[src/rtl/des_pkg.sv]
// Shared DES constants: state encoding, round count, IP/FP tables and
// the small helpers the iterative core uses to permute blocks and pick
// the decrypt subkey index.
package des_pkg;

  localparam logic [4:0] ROUNDS = 5'd16;

  localparam logic [1:0] ENC_IDLE = 2'd0;
  localparam logic [1:0] ENC_RUN  = 2'd1;
  localparam logic [1:0] ENC_DONE = 2'd2;

  typedef enum logic [1:0] {
    IDLE = ENC_IDLE,
    RUN  = ENC_RUN,
    DONE = ENC_DONE
  } state_t;

  // Tables use DES bit numbering: bit 1 is the most significant bit.
  localparam int IP_TAB [64] = '{
    58, 50, 42, 34, 26, 18, 10,  2,
    60, 52, 44, 36, 28, 20, 12,  4,
    62, 54, 46, 38, 30, 22, 14,  6,
    64, 56, 48, 40, 32, 24, 16,  8,
    57, 49, 41, 33, 25, 17,  9,  1,
    59, 51, 43, 35, 27, 19, 11,  3,
    61, 53, 45, 37, 29, 21, 13,  5,
    63, 55, 47, 39, 31, 23, 15,  7
  };

  localparam int FP_TAB [64] = '{
    40,  8, 48, 16, 56, 24, 64, 32,
    39,  7, 47, 15, 55, 23, 63, 31,
    38,  6, 46, 14, 54, 22, 62, 30,
    37,  5, 45, 13, 53, 21, 61, 29,
    36,  4, 44, 12, 52, 20, 60, 28,
    35,  3, 43, 11, 51, 19, 59, 27,
    34,  2, 42, 10, 50, 18, 58, 26,
    33,  1, 41,  9, 49, 17, 57, 25
  };

  function automatic logic [63:0] ip_perm(input logic [63:0] d);
    logic [63:0] p;
    p = '0;
    for (int i = 0; i < 64; i++) begin
      p[6'(63 - i)] = d[6'(64 - IP_TAB[i])];
    end
    return p;
  endfunction

  function automatic logic [63:0] fp_perm(input logic [63:0] d);
    logic [63:0] p;
    p = '0;
    for (int i = 0; i < 64; i++) begin
      p[6'(63 - i)] = d[6'(64 - FP_TAB[i])];
    end
    return p;
  endfunction

  // Decryption walks the key schedule backwards: round n uses subkey 17-n.
  function automatic logic [4:0] dec_index(input logic [4:0] rnd);
    return 5'd17 - rnd;
  endfunction

endpackage

[src/rtl/des_f.sv]
// DES Feistel function: expand R to 48 bits, mix in the round subkey,
// squeeze through S1..S8 and apply the P permutation. Purely combinational.
module des_f
  import des_pkg::*;
(
  input  logic [31:0] r,
  input  logic [47:0] k,
  output logic [31:0] f
);

  localparam int E_TAB [48] = '{
    32,  1,  2,  3,  4,  5,
     4,  5,  6,  7,  8,  9,
     8,  9, 10, 11, 12, 13,
    12, 13, 14, 15, 16, 17,
    16, 17, 18, 19, 20, 21,
    20, 21, 22, 23, 24, 25,
    24, 25, 26, 27, 28, 29,
    28, 29, 30, 31, 32,  1
  };

  localparam int P_TAB [32] = '{
    16,  7, 20, 21, 29, 12, 28, 17,
     1, 15, 23, 26,  5, 18, 31, 10,
     2,  8, 24, 14, 32, 27,  3,  9,
    19, 13, 30,  6, 22, 11,  4, 25
  };

  // Each box is stored row-major: index = {row(b1,b6), column(b2..b5)}.
  localparam logic [3:0] S_TAB [8][64] = '{
    '{14,  4, 13,  1,  2, 15, 11,  8,  3, 10,  6, 12,  5,  9,  0,  7,
       0, 15,  7,  4, 14,  2, 13,  1, 10,  6, 12, 11,  9,  5,  3,  8,
       4,  1, 14,  8, 13,  6,  2, 11, 15, 12,  9,  7,  3, 10,  5,  0,
      15, 12,  8,  2,  4,  9,  1,  7,  5, 11,  3, 14, 10,  0,  6, 13},
    '{15,  1,  8, 14,  6, 11,  3,  4,  9,  7,  2, 13, 12,  0,  5, 10,
       3, 13,  4,  7, 15,  2,  8, 14, 12,  0,  1, 10,  6,  9, 11,  5,
       0, 14,  7, 11, 10,  4, 13,  1,  5,  8, 12,  6,  9,  3,  2, 15,
      13,  8, 10,  1,  3, 15,  4,  2, 11,  6,  7, 12,  0,  5, 14,  9},
    '{10,  0,  9, 14,  6,  3, 15,  5,  1, 13, 12,  7, 11,  4,  2,  8,
      13,  7,  0,  9,  3,  4,  6, 10,  2,  8,  5, 14, 12, 11, 15,  1,
      13,  6,  4,  9,  8, 15,  3,  0, 11,  1,  2, 12,  5, 10, 14,  7,
       1, 10, 13,  0,  6,  9,  8,  7,  4, 15, 14,  3, 11,  5,  2, 12},
    '{ 7, 13, 14,  3,  0,  6,  9, 10,  1,  2,  8,  5, 11, 12,  4, 15,
      13,  8, 11,  5,  6, 15,  0,  3,  4,  7,  2, 12,  1, 10, 14,  9,
      10,  6,  9,  0, 12, 11,  7, 13, 15,  1,  3, 14,  5,  2,  8,  4,
       3, 15,  0,  6, 10,  1, 13,  8,  9,  4,  5, 11, 12,  7,  2, 14},
    '{ 2, 12,  4,  1,  7, 10, 11,  6,  8,  5,  3, 15, 13,  0, 14,  9,
      14, 11,  2, 12,  4,  7, 13,  1,  5,  0, 15, 10,  3,  9,  8,  6,
       4,  2,  1, 11, 10, 13,  7,  8, 15,  9, 12,  5,  6,  3,  0, 14,
      11,  8, 12,  7,  1, 14,  2, 13,  6, 15,  0,  9, 10,  4,  5,  3},
    '{12,  1, 10, 15,  9,  2,  6,  8,  0, 13,  3,  4, 14,  7,  5, 11,
      10, 15,  4,  2,  7, 12,  9,  5,  6,  1, 13, 14,  0, 11,  3,  8,
       9, 14, 15,  5,  2,  8, 12,  3,  7,  0,  4, 10,  1, 13, 11,  6,
       4,  3,  2, 12,  9,  5, 15, 10, 11, 14,  1,  7,  6,  0,  8, 13},
    '{ 4, 11,  2, 14, 15,  0,  8, 13,  3, 12,  9,  7,  5, 10,  6,  1,
      13,  0, 11,  7,  4,  9,  1, 10, 14,  3,  5, 12,  2, 15,  8,  6,
       1,  4, 11, 13, 12,  3,  7, 14, 10, 15,  6,  8,  0,  5,  9,  2,
       6, 11, 13,  8,  1,  4, 10,  7,  9,  5,  0, 15, 14,  2,  3, 12},
    '{13,  2,  8,  4,  6, 15, 11,  1, 10,  9,  3, 14,  5,  0, 12,  7,
       1, 15, 13,  8, 10,  3,  7,  4, 12,  5,  6, 11,  0, 14,  9,  2,
       7, 11,  4,  1,  9, 12, 14,  2,  0,  6, 10, 13, 15,  3,  5,  8,
       2,  1, 14,  7,  4, 10,  8, 13, 15, 12,  9,  0,  3,  5,  6, 11}
  };

  logic [47:0] e_out;
  logic [47:0] mixed;
  logic [31:0] s_out;
  logic [5:0]  six;

  // Expansion, key mixing, S-box substitution and P permutation in one pass.
  always_comb begin
    e_out = '0;
    mixed = '0;
    s_out = '0;
    six   = '0;
    f     = '0;
    for (int i = 0; i < 48; i++) begin
      e_out[6'(47 - i)] = r[5'(32 - E_TAB[i])];
    end
    mixed = e_out ^ k;
    for (int b = 0; b < 8; b++) begin
      six = mixed[6'(47 - 6 * b) -: 6];
      s_out[5'(31 - 4 * b) -: 4] = S_TAB[3'(b)][{six[5], six[0], six[4:1]}];
    end
    for (int i = 0; i < 32; i++) begin
      f[5'(31 - i)] = s_out[5'(32 - P_TAB[i])];
    end
  end

endmodule

[src/rtl/key_gen.sv]
// DES key schedule: PC1 drops the parity bits, the C/D halves rotate per
// round and PC2 picks the 48-bit subkey. subkeys[0] is K1, subkeys[15] is K16.
module key_gen
  import des_pkg::*;
(
  input  logic [63:0]        key,
  output logic [15:0][47:0]  subkeys
);

  localparam int PC1_TAB [56] = '{
    57, 49, 41, 33, 25, 17,  9,  1, 58, 50, 42, 34, 26, 18,
    10,  2, 59, 51, 43, 35, 27, 19, 11,  3, 60, 52, 44, 36,
    63, 55, 47, 39, 31, 23, 15,  7, 62, 54, 46, 38, 30, 22,
    14,  6, 61, 53, 45, 37, 29, 21, 13,  5, 28, 20, 12,  4
  };

  localparam int PC2_TAB [48] = '{
    14, 17, 11, 24,  1,  5,  3, 28, 15,  6, 21, 10,
    23, 19, 12,  4, 26,  8, 16,  7, 27, 20, 13,  2,
    41, 52, 31, 37, 47, 55, 30, 40, 51, 45, 33, 48,
    44, 49, 39, 56, 34, 53, 46, 42, 50, 36, 29, 32
  };

  localparam int SHIFT_TAB [16] = '{1, 1, 2, 2, 2, 2, 2, 2, 1, 2, 2, 2, 2, 2, 2, 1};

  logic [55:0] cd;
  logic [55:0] cd_rot;
  logic [27:0] c;
  logic [27:0] d;

  // Unrolled schedule: all sixteen subkeys are available combinationally.
  always_comb begin
    cd      = '0;
    cd_rot  = '0;
    subkeys = '0;
    for (int i = 0; i < 56; i++) begin
      cd[6'(55 - i)] = key[6'(64 - PC1_TAB[i])];
    end
    c = cd[55:28];
    d = cd[27:0];
    for (int rr = 0; rr < 16; rr++) begin
      if (SHIFT_TAB[rr] == 1) begin
        c = {c[26:0], c[27]};
        d = {d[26:0], d[27]};
      end else begin
        c = {c[25:0], c[27:26]};
        d = {d[25:0], d[27:26]};
      end
      cd_rot = {c, d};
      for (int j = 0; j < 48; j++) begin
        subkeys[4'(rr)][6'(47 - j)] = cd_rot[6'(56 - PC2_TAB[j])];
      end
    end
  end

endmodule

[src/rtl/des_iter_core.sv]
// Iterative DES engine: one Feistel round per clock, 16 rounds per block,
// a one-cycle DONE state that can immediately accept the next block.
module des_iter_core
  import des_pkg::*;
(
  input  logic        i_clk,
  input  logic        i_rst,
  input  logic        i_start,
  input  logic        i_decrypt,
  input  logic [63:0] i_data,
  input  logic [63:0] i_key,
  output logic        o_ready,
  output logic        o_busy,
  output logic        o_done,
  output logic [63:0] o_data
);

  state_t state;
  state_t next_state;

  logic [63:0]       key_reg;
  logic              dec;
  logic [31:0]       l;
  logic [31:0]       r;
  logic [4:0]        rnd;
  logic              load;
  logic [15:0][47:0] subkeys;
  logic [4:0]        sel;
  logic [47:0]       round_key;
  logic [31:0]       f_out;

  key_gen key_gen_i (
    .key     (key_reg),
    .subkeys (subkeys)
  );

  des_f des_f_i (
    .r (r),
    .k (round_key),
    .f (f_out)
  );

  // Subkey select: forward order for encrypt, reversed for decrypt.
  always_comb begin
    sel       = dec ? dec_index(rnd) : rnd;
    round_key = subkeys[4'(sel - 5'd1)];
  end

  // State register; reset aborts any block in flight.
  always_ff @(posedge i_clk) begin
    if (i_rst) begin
      state <= IDLE;
    end else begin
      state <= next_state;
    end
  end

  // Next-state and handshake outputs; DONE doubles as an accept slot.
  always_comb begin
    next_state = state;
    o_ready    = 1'b1;
    o_busy     = 1'b0;
    o_done     = 1'b0;
    load       = 1'b0;
    case (state)
      IDLE: begin
        if (i_start) begin
          load       = 1'b1;
          next_state = RUN;
        end
      end
      RUN: begin
        o_ready = 1'b0;
        o_busy  = 1'b1;
        if (rnd == ROUNDS) begin
          next_state = DONE;
        end
      end
      DONE: begin
        o_done = 1'b1;
        if (i_start) begin
          load       = 1'b1;
          next_state = RUN;
        end else begin
          next_state = IDLE;
        end
      end
      default: next_state = IDLE;
    endcase
  end

  // Datapath: latch inputs on accept, run rounds, publish the swapped result.
  always_ff @(posedge i_clk) begin
    if (i_rst) begin
      key_reg <= '0;
      dec     <= 1'b0;
      l       <= '0;
      r       <= '0;
      rnd     <= '0;
      o_data  <= '0;
    end else if (load) begin
      key_reg  <= i_key;
      dec      <= i_decrypt;
      {l, r}   <= ip_perm(i_data);
      rnd      <= 5'd1;
    end else if (state == RUN) begin
      l <= r;
      r <= l ^ f_out;
      if (rnd == ROUNDS) begin
        o_data <= fp_perm({l ^ f_out, r});
        rnd    <= '0;
      end else begin
        rnd <= rnd + 5'd1;
      end
    end
  end

endmodule

[config.mk]
export PLATFORM = sky130hd
export DESIGN_NAME = des_iter_core
export DESIGN_NICKNAME = d
export VERILOG_FILES = /design/src/rtl/des_pkg.sv /design/src/rtl/des_f.sv /design/src/rtl/key_gen.sv /design/src/rtl/des_iter_core.sv
export SDC_FILE = /design/constraint.sdc
export NUM_CORES = 1
export LEC_CHECK = 0
export ABC_AREA = 1
export CORE_UTILIZATION = 57
export DETAILED_ROUTE_END_ITERATION = 16
export PLACE_DENSITY = 0.8
export SLEW_MARGIN = 20
export SYNTH_ARGS = -nofsm -noshare
export SYNTH_HDL_FRONTEND = slang
export SYNTH_HIERARCHICAL = 1
export SYNTH_SLANG_ARGS = --single-unit
export TNS_END_PERCENT = 100
[constraint.sdc]
create_clock -name i_clk -period 2.5 [get_ports i_clk]
set_input_delay 0.5 -clock i_clk [delete_from_list [all_inputs] [get_ports i_clk]]
set_output_delay 0.5 -clock i_clk [all_outputs]
set_load 0.05 [all_outputs]
# Yosys cells after proc, flatten, opt, wreduce, memory -nomap -nowiden
# Memories as Yosys holds them, arrays and structs flattened.
# Index checks and enable logic that the tools add are counted.
dict set report op_classes {
  addsub 3
  n_lt_le_gt_ge 5
  eq_ne 5
  mux 25
  bitwise_logic 7
  n_reduce_logical 6
}
# cell n
set ops {}
lappend ops {{$bmux 48 s4} 1}
lappend ops {{$mux 32} 2}
lappend ops {{$xor 32x16->32} 1}
lappend ops {{$ge 7x7->1 const B} 4}
lappend ops {{$not 6->7} 4}
lappend ops {{$mux 24} 1}
lappend ops {{$xor 24x24->24} 1}
lappend ops {{$mux 3} 4}
lappend ops {{$mux 4} 3}
lappend ops {{$mux 1} 8}
lappend ops {{$mux 2} 4}
lappend ops {{$pmux 2 s3} 1}
lappend ops {{$add 5x1->5 const B} 1}
lappend ops {{$eq 5x5->1 const B} 1}
lappend ops {{$lt 4x5->1 const B} 1}
lappend ops {{$mux 5} 1}
lappend ops {{$ne 2x2->1 const B} 2}
lappend ops {{$reduce_or 2->1} 2}
lappend ops {{$sub 1x4->4 const A} 1}
lappend ops {{$sub 4x1->4 const B} 1}
lappend ops {{$reduce_and 3->1} 1}
lappend ops {{$eq 2x1->1 const B} 1}
lappend ops {{$eq 2x2->1 const B} 1}
lappend ops {{$logic_not 2->1} 1}
lappend ops {{3 further kinds} 3}
dict set report word_totals {
  register_bits 117
  romBits 1024
  output_inout_bits 67
  word_cells 63
  mem_count 4
}
# name words width read_ports rd_ports_with_merged_regs wr line
set memory_table {}
lappend memory_table {{(name not given)} 64 4 1 0 0 des_f.sv:83} ;# s_out[5'(31 - 4 * b) -: 4] = S_TAB[3'(b)][{six[5], six[0], six[4:1]}];
lappend memory_table {{(name not given)} 64 4 1 0 0 des_f.sv:83}
lappend memory_table {{(name not given)} 64 4 1 0 0 des_f.sv:83}
lappend memory_table {{(name not given)} 64 4 1 0 0 des_f.sv:83}

# Logic depth before layout (Yosys ltp)
dict set report logic_depth {
  ltp_word 13
  depth_mapped 10
  ltp_nobuf 8
}

# By module
# The synthesis kept the hierarchy.
# mod instances cells_per_inst area_per_inst_um2
set by_module_without_submodules {}
lappend by_module_without_submodules {des_iter_core 1 2831 14652.8}
lappend by_module_without_submodules {key_gen 1 769 5769.3}
lappend by_module_without_submodules {des_f 1 33 244.0}

# Worst setup path after synthesis
# Ideal clock, no wire load.
dict set report synth_timing {
  path_kind {register to register}
  startpoint {register rnd[1]}
  endpoint {register o_data[13]}
  setup_ns 0.126
  t_arrival_ns 2.081
  path_slack_ns 0.294
  stages_incl_launch_ff 11
  path_buffers 3
  period_less_slack_ns 2.206
  path_cell_list {dfxtp_1 -> inv_1 -> clkbuf_1 -> clkbuf_1 -> ha_1 -> nand4_1 -> nor2_1 -> clkinv_1 -> clkbuf_1 -> nand3_1 -> o21ai_0}
}
dict set report synth_via {
  elab_chain_cells 2
}
# element line
set synth_rtl {}
lappend synth_rtl {{start: declaration} des_iter_core.sv:25} ;# logic [4:0] rnd;
lappend synth_rtl {{start signal: assignment} des_iter_core.sv:113} ;# rnd <= rnd + 5'd1;
lappend synth_rtl {{$eq 5x5->1} des_iter_core.sv:109} ;# if (rnd == ROUNDS) begin
lappend synth_rtl {{$reduce_and 3->1 (no line)} n/a}
lappend synth_rtl {{end signal: assignment} des_iter_core.sv:110} ;# o_data <= fp_perm({l ^ f_out, r});
lappend synth_rtl {{end: declaration} des_iter_core.sv:15} ;# output logic [63:0] o_data
# Every way passes these cells.
# A chain may end at the register's enable or synchronous reset.

# Worst setup path in the final report
dict set report layout_timing {
  startpoint {register state[1]}
  endpoint {output port o_done}
}
dict set report layout_via {
  elab_chain_cells 2
}
# element line
set layout_rtl {}
lappend layout_rtl {{start: declaration} des_iter_core.sv:18} ;# state_t state;
lappend layout_rtl {{start signal: assignment} des_iter_core.sv:54} ;# state <= next_state;
lappend layout_rtl {{$eq 2x2->1} des_iter_core.sv:65} ;# case (state)
lappend layout_rtl {{$mux 1} des_iter_core.sv:65}
lappend layout_rtl {{end: declaration} des_iter_core.sv:14} ;# output logic o_done,
# Every way passes these cells.

==> impl_metrics.env <==
export IMPL_maxSlewHeadroom=0.623
export IMPL_final_common_cell="conb_1"
export IMPL_period_share=0.830
export IMPL_combPwrFrac=0.222
export IMPL_max_clock_freq_mhz=482
export IMPL_area_growth_pct=8.02
export IMPL_drtPass1Iterations=5
export IMPL_grt_pass1_vias=1939
export IMPL_cp_arrival_ns=1.58
export IMPL_rsz0062_at_grt="false"
export IMPL_swShare=0.326
export IMPL_start_kind="flop"
export IMPL_maxCapViolCount=0
export IMPL_min_period_ns=2.08
export IMPL_multi_input_area_sq_um=1130
export IMPL_clock_latency_ns=0.30
export IMPL_routedWlPerCell_um=12.2
export IMPL_start_util=0.610
export IMPL_seqCellArea_sq_um=1100
export IMPL_critPathCaptureType="output pin"
export IMPL_drive_gt1_frac=0.0466
export IMPL_antenna_cells=0
export IMPL_die_w_um=71.4
export IMPL_fin_nets=522
export IMPL_cts_tree="done"
export IMPL_crit_start="state[1]"
export IMPL_vias_per_cell=4.80
export IMPL_drcViolationCount=0
export IMPL_fin_ws_ns=0.424
export IMPL_ctsHoldBuffers=0
export IMPL_clock_skew_ns=0.00656
export IMPL_place_area_sq_um=2890
export IMPL_crit_path_end="o_done"
export IMPL_clkPwrFrac=0.252
export IMPL_ctsRootBufferMaster="clkbuf_8"
export IMPL_cts_buffer_depth=2
export IMPL_dieArea_sq_um=5100
export IMPL_post_cts_setup_buffers=0
export IMPL_dp_cells=432
export IMPL_grt_usage=0.220
export IMPL_fill_cells=402
export IMPL_cpPeakStageDelay_ns=0.82
export IMPL_hold_class="flop to flop"
export IMPL_r2r_start="rnd[0]"
export IMPL_tightest_slew_ns=0.565
export IMPL_crit_fanout=2
export IMPL_syn_inst=364
export IMPL_reg2reg_depth=7
export IMPL_r2r_slack_ns=0.64
export IMPL_outcome="finished, final reports clean"
export IMPL_total_power_mw=1.78
export IMPL_ioPinCount=199
export IMPL_port_buffers=37
export IMPL_layout_common_cells="conb_1 (64), dfxtp_1 (55), o21ai_0 (42)"
export IMPL_die_h_um=71.4
export IMPL_core_sq_um=4500
export IMPL_pre_cts_ws_ns=0.546
export IMPL_dp_hpwl_um=3700
export IMPL_vdd_drop_max_uv=359
export IMPL_route_vias_total=2104
export IMPL_power_density_nw_per_um2=600
export IMPL_tns_ns=0
export IMPL_gp_congestion=0.748
export IMPL_cp_required_ns=2.00
export IMPL_numCtsBuffers=5
export IMPL_crit_path_cell_trace="inv_1, nor2_1, clkdlybuf4s50_1"
export IMPL_crit_type="flop to output pin"
export IMPL_final_cells=438
export IMPL_cts_sinks=55
export IMPL_grt_pass1_wl_um=8650
export IMPL_setup_viol=0
export IMPL_cts_resized=0
export IMPL_ys_warn_count=6
export IMPL_path_clk_slew_ns=0.09
export IMPL_r2r_end="o_data[1]"
export IMPL_intPower_mw=1.20
export IMPL_slowest_stage="clkdlybuf4s50_1"
export IMPL_overflow=0
export IMPL_power_frac_seq=0.526
export IMPL_fin_area_sq_um=2970
export IMPL_grt_max_degree=34
export IMPL_antenna_found_initial=0
export IMPL_leakage_nw=1.35
export IMPL_finalWirelength_um=5350
export IMPL_htree_levels=2
export IMPL_netlist_area_sq_um=2750
export IMPL_antenna_left=0
export IMPL_drv_slew=0
export IMPL_total_switching_power_mw=0.581
export IMPL_hold_viol=0
export IMPL_avgSynthCellArea_sq_um=7.55
export IMPL_rows=24
export IMPL_first_iter_violations=113
[sequential cells by signal (all words and copies together) (netlist names)]
signal	cells
r	16
o_data	16
l	16
state	2
rnd	5
[critical path, delay by kind of cell (launching register included)]
family	cells	cell delay (ns)
flops	1	0.31
buf+inv	2	0.86
simple gates	1	0.09
[routing by layer]
metal | vias up | track usage | part of all wire
li1 | 1083 | - | -
met1 | 965 | 0.265 | 0.44
met2 | 49 | 0.392 | 0.51
met3 | 7 | 0.0352 | 0.041
met4 | 0 | 0.0911 | 0.0095
met5 | - | 0 | 0
[power groups by stage]
stage	Sequential (mW)	Combinational (mW)	Clock (mW)
detailed placement	0.957	0.391	0
floorplan	0.953	0.396	0
finish	0.937	0.396	0.449
global placement	0.955	0.385	0
global route	0.942	0.432	0.485
CTS	0.936	0.392	0.459
[area by class of cell]
| type | instances | share of cell area |
|---|---|---|
| flip-flops and latches | 55 | 0.371 |
| repair buffers | 44 | 0.145 |
| inverters | 44 | 0.0557 |
| well taps | 52 | 0.0219 |
| multi-input cells | 237 | 0.382 |
| clock buffers | 6 | 0.0245 |
[how the worst min path moves through the flow]
stage | slack (ns) | start | to | cells after the start
after CTS | 0.48 | r[28] | l[28] | 2
after global placement | 0.46 | r[29] | l[29] | 2
final | 0.47 | r[28] | l[28] | 2
after global routing | 0.51 | r[6] | l[6] | 2
after floorplan | 0.44 | r[31] | l[31] | 2
after detailed placement | 0.47 | r[28] | l[28] | 2
[stage by stage]
stage               utilization  hold WS [ns]
floorplan                     -         0.444
finish                    0.659         0.475
detailed placement        0.643         0.468
global route              0.659         0.507
global placement          0.643         0.462
CTS                       0.659         0.477
(Power assumes the default switching activity.)
